--- config.mk ---
export PLATFORM = sky130hd
export DESIGN_NAME = rr_mux_arbiter
export DESIGN_NICKNAME = d
export VERILOG_FILES = /design/src/rtl/rr_mux_arbiter.sv
export SDC_FILE = /design/constraint.sdc
export NUM_CORES = 1
export LEC_CHECK = 0
export CORE_MARGIN = 3
export CORE_UTILIZATION = 32
export CTS_CLUSTER_DIAMETER = 60
export DETAILED_ROUTE_END_ITERATION = 8
export PLACE_DENSITY = 0.68
export SLEW_MARGIN = 20
export SYNTH_ARGS = -nofsm -noshare
export SYNTH_HDL_FRONTEND = slang
export SYNTH_SLANG_ARGS = --single-unit
--- constraint.sdc ---
create_clock -name clk -period 2.6 [get_ports clk]
set_clock_uncertainty 0.2 [all_clocks]
set_input_delay 0.52 -clock clk [delete_from_list [all_inputs] [get_ports clk]]
set_output_delay 0.52 -clock clk [all_outputs]
set_load 0.05 [all_outputs]
--- src/rtl/rr_mux_arbiter.sv ---
// rtl/rr_mux_arbiter.sv - 4-way round-robin arbiter driving a shared W-bit 4:1 data path
// Optional hold limit on contended grants: define RR_ARB_HOLD_LIMIT_EN.
module rr_mux_arbiter #(
  parameter int W        = 8,
  parameter int HOLD_MAX = 8
) (
  input  logic         clk,
  input  logic         rst_n,
  input  logic [3:0]   req,
  input  logic [W-1:0] in0,
  input  logic [W-1:0] in1,
  input  logic [W-1:0] in2,
  input  logic [W-1:0] in3,
  output logic [3:0]   gnt,
  output logic [1:0]   sel,
  output logic         valid,
  output logic [W-1:0] y
);

  typedef enum logic {IDLE, GRANT} state_t;

  state_t     state;
  logic [1:0] ptr;
  logic [3:0] others;
  logic [2:0] pick_idle;
  logic [2:0] pick_next;
  logic       force_rel;
  logic       release_now;

  // Returns {found, index} of the first set bit scanning start, start+1, ... mod 4.
  function automatic logic [2:0] rr_pick(input logic [3:0] r, input logic [1:0] start);
    logic [2:0] res;
    logic [1:0] idx;
    res = 3'b000;
    for (int i = 3; i >= 0; i--) begin
      idx = start + 2'(i);
      if (r[idx]) res = {1'b1, idx};
    end
    return res;
  endfunction

`ifdef RR_ARB_HOLD_LIMIT_EN
  logic [7:0] hold_cnt;
  logic       at_limit;
  assign at_limit  = (hold_cnt == 8'(HOLD_MAX - 1));
  assign force_rel = at_limit && (|others);
`else
  assign force_rel = 1'b0;
`endif

  assign others      = req & ~gnt;
  assign pick_idle   = rr_pick(req, ptr);
  assign pick_next   = rr_pick(others, sel + 2'd1);
  assign release_now = !req[sel] || force_rel;

  always_comb begin
    y = '0;
    if (valid) begin
      case (sel)
        2'd0:    y = in0;
        2'd1:    y = in1;
        2'd2:    y = in2;
        default: y = in3;
      endcase
    end
  end

  always_ff @(posedge clk) begin
    if (!rst_n) begin
      state <= IDLE;
      ptr   <= 2'd0;
      sel   <= 2'd0;
      gnt   <= 4'b0000;
      valid <= 1'b0;
`ifdef RR_ARB_HOLD_LIMIT_EN
      hold_cnt <= 8'd0;
`endif
    end else begin
      case (state)
        IDLE: begin
          if (pick_idle[2]) begin
            state <= GRANT;
            sel   <= pick_idle[1:0];
            gnt   <= 4'b0001 << pick_idle[1:0];
            valid <= 1'b1;
`ifdef RR_ARB_HOLD_LIMIT_EN
            hold_cnt <= 8'd0;
`endif
          end
        end
        GRANT: begin
          if (release_now) begin
            ptr <= sel + 2'd1;
            if (pick_next[2]) begin
              sel <= pick_next[1:0];
              gnt <= 4'b0001 << pick_next[1:0];
`ifdef RR_ARB_HOLD_LIMIT_EN
              hold_cnt <= 8'd0;
`endif
            end else begin
              state <= IDLE;
              gnt   <= 4'b0000;
              valid <= 1'b0;
            end
          end else begin
`ifdef RR_ARB_HOLD_LIMIT_EN
            // Uncontended owner at the limit simply starts a fresh hold window.
            hold_cnt <= at_limit ? 8'd0 : hold_cnt + 8'd1;
`endif
          end
        end
        default: state <= IDLE;
      endcase
    end
  end

endmodule

## Word level (Yosys, flattened, before mapping)

Cells that the tools add are included.
Widths: inputs -> output; s select.

- Register bits after elaboration: 10
- Bits of input ports: 38
- Output and inout bits: 15

- $add $sub $neg: 7
- Magnitude comparators: 9
- Eq/ne operators: 6
- Shift operators: 2
- Multiplexer cells: 44
- Bitwise logic cells: 4
- Reduce and logical (&&, ||, !) cells: 5

Operator list:

| kind | number |
|---|---|
| $lt 2x3->1 const B | 9 |
| $mux 3 | 8 |
| $pmux 8 s3 | 1 |
| $bmux 1 s2 | 9 |
| $mux 1 | 15 |
| $mux 4 | 3 |
| $add 2x2->2 const B | 4 |
| $mux 8 | 1 |
| $pmux 4 s2 | 1 |
| $shl 1x2->4 const A | 2 |
| $add 2x1->2 const B | 3 |
| $mux 2 | 3 |
| $ne 2x2->1 const B | 3 |
| $reduce_and 3->1 | 2 |
| $and 4x4->4 | 1 |
| $not 4->4 | 1 |
| $pmux 1 s2 | 2 |
| $pmux 2 s2 | 1 |
| $reduce_and 2->1 | 2 |
| $eq 2x1->1 const B | 1 |
| $eq 2x2->1 const B | 1 |
| $logic_not 2->1 | 1 |
| $ne 2x1->1 const B | 1 |
| $not 1->1 | 2 |

## Logic depth before layout (Yosys ltp)

- Depth after elaboration: 12
- Mapped depth: 7

## Worst setup path before layout

No wires, ideal clock.

- Kind: register -> output
- Start point: register sel[0]
- End point: output port y[6]
- Data arrival time: 1956 ps
- Data required time: 1880 ps
- Setup slack: -76 ps
- Stages on the path, launching flop included: 7
- Cells stage by stage: dfxtp_1 > inv_1 > ha_1 > clkbuf_1 > a222oi_1 > o21ai_0 > and2_1

- Cells in the longest elaborated chain, start to end: 3
- Elaborated cells between the ends (all ways): 5

RTL lines:

| element | line | RTL |
|---|---|---|
| start, declared | 15 | `output logic [1:0] sel,` |
| start signal, assigned | 83 | `sel <= pick_idle[1:0];` |
| start signal, assigned | 95 | `sel <= pick_next[1:0];` |
| $eq 2x2->1, or another cell as far along | 59 | `case (sel)` |
| $pmux 8 s3 * | 59 |  |
| $mux 8 * | 58 | `if (valid) begin` |
| end, declared | 17 | `output logic [W-1:0] y` |

Mark *: on every way between the ends. The rest lies on a longest branch, timed or not.

## Worst setup path in the final report

- Start point: register sel[0]
- End point: output port y[2]

The elaborated chain is that of the path after synthesis.

==> impl_metrics.json <==
{
  "hold_viol": 0,
  "areaGrowthSynthToFinish_pct": 60.1,
  "drt-wirelength-per-cell_um": 15.9,
  "swShare": 0.430,
  "fin_crit_ns": 2.50,
  "ys_ff_latch": 10,
  "cts_num_sinks": 10,
  "critPathKind": "reg2out",
  "total_power_uw": 833,
  "synth_edf_count": 0,
  "io_pins": 53,
  "cts_setup_buffers": 0,
  "final.setup.tns_ns": 0,
  "drtIter0Drc": 78,
  "clock_latency_ns": 0.28,
  "dp_hpwl_um": 2550,
  "remaining_drc_errors": 0,
  "r2r_slack_ns": 0.49,
  "power_frac_clock": 0.179,
  "p_int_uw": 475,
  "place_congestion": 0.872,
  "fin_crit_sh": 0.960,
  "worstPathMaxFanout": 10,
  "syn_nets": 166,
  "cts_root_buf": "clkbuf_4",
  "die_y_um": 60.8,
  "yosysSeqAreaShare": 0.209,
  "postCtsHoldBufs": 0,
  "drv_cap": 0,
  "cp.arrival_ns": 1.78,
  "fmax_mhz": 401,
  "min_from": "ptr[1]$_SDFFE_PN0P_",
  "num_antenna_cells": 0,
  "clk_path_buf_depth": 2,
  "p_sw_uw": 358,
  "cts_made_buffers": 3,
  "seqPwrFrac": 0.241,
  "viasPerCell": 5.57,
  "rows": 19,
  "placement.io_buffers": 52,
  "fin_nets": 218,
  "hold_path_class": "reg2reg",
  "h-tree-depth": 1,
  "ant_nets": 0,
  "worstSetupEndpointType": "output port",
  "yosysWarnings": 0,
  "synth_area_um2": 960,
  "finalWirelength_um": 3280,
  "slew_violations": 0,
  "antenna_found_initial": 0,
  "path_clk_slew_ns": 0.07,
  "dieArea_um2": 3690,
  "cellPowerDensity_nw_per_um2": 542,
  "grt_pass1_vias": 1113,
  "regToRegStartpoint": "sel[1]$_SDFFE_PN0P_",
  "comb_power_share": 0.580,
  "tightestPinTransition_ns": 0.507,
  "synthFlopType": "dfxtp_1",
  "grt_pass1_wl_um": 4970,
  "dr.pass1.iters": 4,
  "synth_cell_types": 40,
  "core_area_um2": 2810,
  "final_common_cell": "clkdlybuf4s50_1",
  "setup_viol": 0,
  "grtUsageTotal": 0.181,
  "avgSynthCellArea_um2": 7.74,
  "p_leak_uw": 0.000582,
  "slew_headroom": 0.661,
  "crit_required_ns": 1.88,
  "placed_cell_area_um2": 1480,
  "start_kind": "flop",
  "critPathLaunch": "sel[0]$_SDFFE_PN0P_",
  "async_flop_share": 0,
  "final_cell_mix": "clkdlybuf4s50_1 (44), nand2_1 (14), o21ai_0 (14)",
  "layout-drive-gt1-share": 0.154,
  "stdcell_area_um2": 1540,
  "peakVddDrop_v": 0.000323,
  "cts_tree": "built",
  "postSynthCellCount": 124,
  "die_w_um": 60.8,
  "start_util": 0.342,
  "vias": 1148,
  "status": "completed",
  "fillCellCount": 260,
  "grt_overflow": 0,
  "rsz0062_at_grt": "no",
  "grt_max_degree": 17
}
==> routing by layer <==
layer  part of all wire  track usage  wire, µm  up-vias
met2               0.46        0.340      1520       61
met1               0.42        0.193      1390      515
met5                  0            0         0        -
met3               0.10       0.0383       341        2
li1                   -            -         -      570
met4              0.010       0.0774        34        0
==> Yosys cell counts, drive strengths merged (2+ instances only) <==
master	number	area (µm²)
o21ai	16	80.1
nand2	15	72.6
dfxtp	10	200
a222oi	8	80.1
and2	8	50.1
a21oi	6	30.0
a31oi	5	31.3
nand2b	5	38.8
clkbuf	4	15.0
ha	4	50.1
inv	4	15.0
nor2	4	15.0
nor2b	4	27.5
and3	3	18.8
nand3	3	15.0
a21boi	2	15.0
a21o	2	15.0
buf	2	16.3
mux2i	2	20.0
or2	2	12.5
or3	2	17.5
==> final cells by class <==
cell class | instances | area [µm²] | share of cell area
clock buffers | 4 | 36.3 | 0.0236
inverters | 4 | 15.0 | 0.00977
multi-input cells | 104 | 733 | 0.477
flip-flops and latches | 10 | 205 | 0.134
well taps | 31 | 38.8 | 0.0252
repair buffers | 53 | 508 | 0.331
==> timing repair <==
item	CTS	global route
gates resized for setup	2	6
pin swaps	1	1
endpoints found under the setup margin	8	8
==> path summary, 6_finish.rpt <==
path / to / cells past startpoint
hold reg to reg: ptr[1]$_SDFFE_PN0P_ / 2
hold / removal: ptr[1]$_SDFFE_PN0P_ / 2
setup reg to reg: gnt[1]$_SDFFE_PN0P_ / 7
setup / recovery: y[2] / 6
==> metrics by stage <==
step | hold slack [ns] | util | cells | setup WS, ns
CTS | 0.362 | 0.541 | 206 | 0.00497
floorplan | 0.291 | - | 124 | 0.00812
finish | 0.359 | 0.548 | 206 | 0.103
global placement | 0.328 | 0.526 | 202 | 0.103
detailed placement | 0.347 | 0.526 | 202 | 0.100
global route | 0.379 | 0.548 | 206 | 0.00979
==> logic make-up (layout without fill, tap and decap cells) <==
kind of cell | count (synthesis) | count (layout) | share of synthesized area
AO/OA/AOI/OAI | 44 | 44 | 0.314
adder cells (fa/ha/maj) | 4 | 4 | 0.0522
AND/OR/NAND/NOR | 53 | 53 | 0.332
buffers and inverters | 10 | 61 | 0.0482
flip-flops | 10 | 10 | 0.209
multiplexers | 3 | 3 | 0.0443
==> critical path: stages, from the launching register on <==
cell and delay, ns:
dfxtp_2 0.32, buf_4 0.17, ha_2 0.25, a222oi_1 0.30, o21ai_0 0.11, and2_1 0.16, buf_4 0.18
==> state kept, by name (all words and copies together), names as in the netlist <==
name   count
gnt        4
ptr        2
sel        2
state      1
valid      1
==> power by group through the flow <==
stage | clock network, µW | registers (µW) | logic (µW)
2_1_floorplan | 0 | 249 | 255
3_3_place_gp | 0 | 203 | 460
3_5_place_dp | 0 | 203 | 465
4_1_cts | 153 | 201 | 470
5_1_grt | 165 | 204 | 518
6_report | 149 | 201 | 483
Note: power is estimated with default switching activity, not from simulation.
